==> src/rtl/keypad_scanner.sv <==
// 4x4 active-low key matrix scanner: synchronizes rows, scans columns, debounces
// press and release, and holds the last accepted key code for the calculator core.
module keypad_scanner #(
   parameter int unsigned SCAN_DIV     = 1000,
   parameter int unsigned DEBOUNCE_CNT = 200000
) (
   input  logic        clk,
   input  logic        rst,
   input  logic [3:0]  row_in,
   output logic [3:0]  col_out,
   output logic        key_pressed,
   output logic [24:0] keypad_out
);

   localparam int unsigned DW = $clog2(SCAN_DIV);
   localparam int unsigned BW = $clog2(DEBOUNCE_CNT);
   localparam logic [DW-1:0] DWELL_LAST = DW'(SCAN_DIV - 1);
   localparam logic [BW-1:0] DEB_LAST   = BW'(DEBOUNCE_CNT - 1);

   typedef enum logic [1:0] {SCAN, DEBOUNCE, PRESSED} state_t;

   state_t        state, state_nxt;
   logic [3:0]    row_meta, row_sync;
   logic [1:0]    col, col_nxt;
   logic [1:0]    cap_row, cap_row_nxt;
   logic [1:0]    low_row_c;
   logic [DW-1:0] dwell, dwell_nxt;
   logic [BW-1:0] deb, deb_nxt;
   logic          key_pressed_nxt;
   logic [24:0]   keypad_out_nxt;

   function automatic logic [3:0] key_code(input logic [1:0] r, input logic [1:0] c);
      case ({r, c})
         4'h0: return 4'h1;
         4'h1: return 4'h2;
         4'h2: return 4'h3;
         4'h3: return 4'hA;
         4'h4: return 4'h4;
         4'h5: return 4'h5;
         4'h6: return 4'h6;
         4'h7: return 4'hB;
         4'h8: return 4'h7;
         4'h9: return 4'h8;
         4'hA: return 4'h9;
         4'hB: return 4'hC;
         4'hC: return 4'hF;
         4'hD: return 4'h0;
         4'hE: return 4'hE;
         default: return 4'hD;
      endcase
   endfunction

   // Lowest-index row reading low wins when several keys share the column
   always_comb begin
      low_row_c = 2'd3;
      if (!row_sync[0])      low_row_c = 2'd0;
      else if (!row_sync[1]) low_row_c = 2'd1;
      else if (!row_sync[2]) low_row_c = 2'd2;
   end

   always_ff @(posedge clk) begin
      if (rst) begin
         row_meta    <= 4'hF;
         row_sync    <= 4'hF;
         state       <= SCAN;
         col         <= 2'd0;
         cap_row     <= 2'd0;
         dwell       <= '0;
         deb         <= '0;
         key_pressed <= 1'b0;
         keypad_out  <= '0;
         col_out     <= 4'b1110;
      end else begin
         row_meta    <= row_in;
         row_sync    <= row_meta;
         state       <= state_nxt;
         col         <= col_nxt;
         cap_row     <= cap_row_nxt;
         dwell       <= dwell_nxt;
         deb         <= deb_nxt;
         key_pressed <= key_pressed_nxt;
         keypad_out  <= keypad_out_nxt;
         col_out     <= 4'(~(4'b0001 << col_nxt));
      end
   end

   always_comb begin
      state_nxt       = state;
      col_nxt         = col;
      cap_row_nxt     = cap_row;
      dwell_nxt       = dwell;
      deb_nxt         = deb;
      key_pressed_nxt = key_pressed;
      keypad_out_nxt  = keypad_out;
      case (state)
         SCAN: begin
            if (dwell == DWELL_LAST) begin
               dwell_nxt = '0;
               if (row_sync != 4'hF) begin
                  cap_row_nxt = low_row_c;
                  deb_nxt     = '0;
                  state_nxt   = DEBOUNCE;
               end else begin
                  col_nxt = col + 2'd1;
               end
            end else begin
               dwell_nxt = dwell + DW'(1);
            end
         end
         DEBOUNCE: begin
            if (row_sync[cap_row]) begin
               // bounce during press: resume scanning at the next column
               state_nxt = SCAN;
               col_nxt   = col + 2'd1;
               dwell_nxt = '0;
            end else if (deb == DEB_LAST) begin
               keypad_out_nxt  = 25'(key_code(cap_row, col));
               key_pressed_nxt = 1'b1;
               deb_nxt         = '0;
               state_nxt       = PRESSED;
            end else begin
               deb_nxt = deb + BW'(1);
            end
         end
         PRESSED: begin
            if (!row_sync[cap_row]) begin
               deb_nxt = '0;
            end else if (deb == DEB_LAST) begin
               key_pressed_nxt = 1'b0;
               deb_nxt         = '0;
               state_nxt       = SCAN;
               col_nxt         = col + 2'd1;
               dwell_nxt       = '0;
            end else begin
               deb_nxt = deb + BW'(1);
            end
         end
         default: state_nxt = SCAN;
      endcase
   end

endmodule

==> config.mk <==
export PLATFORM = sky130hd
export DESIGN_NAME = keypad_scanner
export DESIGN_NICKNAME = d
export VERILOG_FILES = /design/src/rtl/keypad_scanner.sv
export SDC_FILE = /design/constraint.sdc
export NUM_CORES = 1
export LEC_CHECK = 0
export BUFFER_PORTS_ARGS = -buffer_cell sky130_fd_sc_hd__buf_2
export CAP_MARGIN = 10
export CORE_MARGIN = 8
export CORE_UTILIZATION = 50
export CTS_CLUSTER_DIAMETER = 50
export DETAILED_ROUTE_END_ITERATION = 8
export HOLD_SLACK_MARGIN = 0.02
export PLACE_DENSITY_LB_ADDON = 0.08
export SKIP_CTS_REPAIR_TIMING = 1
export SLEW_MARGIN = 20
export SYNTH_ARGS = -nofsm -noshare
export SYNTH_HDL_FRONTEND = slang
export SYNTH_SLANG_ARGS = --single-unit
==> constraint.sdc <==
create_clock -name clk -period 2.19 [get_ports clk]
set_input_delay 0.219 -clock clk [delete_from_list [all_inputs] [get_ports clk]]
set_output_delay 0.219 -clock clk [all_outputs]
set_load 0.01 [all_outputs]
==> results.sh <==
export IMPL_status="complete, but fails checks"
export IMPL_violations="setup timing"
export IMPL_hpwl_um=4170
export IMPL_start_util_pct=52.0
export IMPL_gp_congestion=0.826
export IMPL_arrival_ps=2510
export IMPL_grt_max_degree=28
export IMPL_rr_worst_depth=5
export IMPL_clock_sinks=51
export IMPL_cts_htree_levels=2
export IMPL_port_buffers=14
export IMPL_ys_flop_type="dfxtp_1"
export IMPL_drc=0
export IMPL_grt_pass1_wl_um=9430
export IMPL_routed_wl_met3_um=267
export IMPL_avgSynthCellArea_um2=8.91
export IMPL_fp_dieH_um=89.1
export IMPL_yosysSeqAreaShare_pct=38.2
export IMPL_p_leak_uw=0.00135
export IMPL_netlist_area_um2=2670
export IMPL_setup_violations_final=18
export IMPL_yosysWarnings=0
export IMPL_p_per_area_nw_per_um2=511
export IMPL_dr_wl_met2_um=2800
export IMPL_final_area_um2=3330
export IMPL_r2r_start="dwell[3]"
export IMPL_drtAntennaViolNets=0
export IMPL_yosysTopAreaCell="dfxtp_1"
export IMPL_cp_max_fo=3
export IMPL_grt_pass1_vias=2144
export IMPL_dp_cells=419
export IMPL_dieWidth_um=89.1
export IMPL_rows=26
export IMPL_final_nets=380
export IMPL_ctsRootBufferMaster="clkbuf_8"
export IMPL_drtIter0Drc=112
export IMPL_min_path_cells=2
export IMPL_final_cell_mix="dfxtp_1 (46), buf_4 (42), nor2_1 (39)"
export IMPL_rsz0062_at_grt="true"
export IMPL_diodes=0
export IMPL_vias_per_cell=5.16
export IMPL_antenna_found_initial=0
export IMPL_num_vias=2236
export IMPL_clockBufferDepth=2
export IMPL_max_cap_viol_count=0
export IMPL_placed_area_um2=3080
export IMPL_cts_buffers=5
export IMPL_path_class="register to register"
export IMPL_hold_path_end="row_meta[0]"
export IMPL_layout_commonest_cell="dfxtp_1"
export IMPL_grt_overflow=0
export IMPL_wl_met1_um=2730
export IMPL_synth_cell_types=53
export IMPL_min_path_type="primary input to register"
export IMPL_first_pass_iters=4
export IMPL_synthCells=300
export IMPL_tritoncts="built"
export IMPL_critPathRequiredTime_ps=2420
export IMPL_layout_drive_gt1_share_pct=29.8
export IMPL_hold_violations=0
export IMPL_ir_drop_uv=348
export IMPL_wl_per_cell_um=13.5
export IMPL_top_layer="met4"
export IMPL_hold_start="row_in[0]"
export IMPL_fin_crit_ps=2280
export IMPL_setup_slack_ps=-87.3
export IMPL_die_area_um2=7940
export IMPL_startpoint_type="register"
export IMPL_finalWirelength_um=5850
export IMPL_r2r_end="deb[16]"
export IMPL_core_um2=5140
export IMPL_synth_top_cell_area_share_pct=38.2
export IMPL_grt_usage_pct=14.8
export IMPL_synth_edf_count=0
export IMPL_ff2ff_setup_slack_ps=-90
export IMPL_crit_path_end_kind="register"
export IMPL_clk_insertion_delay_late_ps=310
export IMPL_synthToLayoutAreaGrowth_pct=24.5
export IMPL_ys_async_sr_fraction_pct=0
export IMPL_clk_pin_slew_ps=100
export IMPL_skew_ps=9.65
export IMPL_fillers=459
export IMPL_clock_fmax_mhz=439
export IMPL_ios=36
export IMPL_synth_seq_cells=51
export IMPL_fin_cells=433
export IMPL_whs_ps=82.0
export IMPL_fin_crit_sh_pct=104
export IMPL_slew_viol_final=0
export IMPL_synth_area_top_cells="dfxtp_1 (38%), xor2_1 (6.9%), buf_4 (6.2%)"
## power by group
part	internal, uW	switching [uW]
Sequential	941	7.94
Clock	346	318
Combinational	32.3	53.7
## per-layer routing
| layer | track usage (%) | vias to the layer above |
|---|---|---|
| met3 | 4.04 | 7 |
| met5 | 0 | - |
| met1 | 18.0 | 1053 |
| met2 | 25.2 | 35 |
| met4 | 3.63 | 0 |
| li1 | - | 1141 |
## synthesized netlist by cell type, types with 2 or more instances
library cell	number
and2_1	3
o41a_1	2
o21ai_0	8
ha_1	12
dfxtp_1	51
or2_2	9
nor3_2	2
and3_1	5
nand3_1	14
nand3b_1	2
o21ai_1	2
xnor2_1	2
nor2_1	41
or4b_1	3
buf_4	22
nand2_1	15
inv_1	10
o2111ai_1	4
a22oi_1	2
xor2_1	21
a211oi_1	4
mux2i_1	6
a21oi_1	10
o21bai_1	2
nor3_1	5
clkbuf_1	5
and4_1	3
nand4_1	9
a31oi_1	2
## kinds of logic after synthesis
group,Yosys count,share of synthesized area [%]
flops,51,38.2
compound gates,42,10.5
mux,8,3.51
xor+xnor,23,7.54
fa+ha+maj,12,5.62
other cells,1,0.140
buf+inv,39,8.66
simple gates,124,25.8
## cell type report
class / count / area (um2) / share of cell area, %
repair buffers: 64 / 475 / 14.3
inverters: 10 / 37.5 / 1.13
flip-flops and latches: 51 / 1030 / 30.9
well taps: 70 / 87.6 / 2.63
clock buffers: 5 / 68.8 / 2.07
clock inverters: 3 / 47.5 / 1.43
multi-input cells: 230 / 1580 / 47.6
## worst max-delay path by stage
stage / startpoint / cells past startpoint / slack (ps) / end
after floorplan: cap_row[0] / 7 / -80 / deb[11]
after global placement: deb[12] / 7 / -40 / dwell[2]
final: dwell[3] / 5 / -90 / deb[16]
after CTS: dwell[3] / 5 / -60 / deb[16]
after detailed placement: deb[12] / 7 / -30 / dwell[2]
after global routing: dwell[3] / 5 / -150 / deb[16]
## metrics by stage
step	power [uW]	utilization [%]	setup TNS, ps	worst slack [ps]
3_3_place_gp	1050	59.8	-80.8	-35.2
3_5_place_dp	1050	59.8	-57.0	-31.6
4_1_cts	1720	62.1	-160	-58.4
6_report	1700	64.8	-975	-87.3
2_1_floorplan	1050	-	-141	-84.0
5_1_grt	1770	64.8	-2240	-153
## registers in the layout, summed over array words and instances (netlist names)
signal / flops
deb: 18
dwell: 10
col_out: 4
keypad_out: 4
row_meta: 4
row_sync: 4
cap_row: 2
col: 2
state: 2
key_pressed: 1
## critical path, cell delays in order, from the launching register on
cell and delay [ps]:
dfxtp_2 330, or3b_4 390, o41a_1 450, or3_4 360, or4_1 500, a31oi_1 180
No activity file was read; power rests on OpenSTA's default activity.
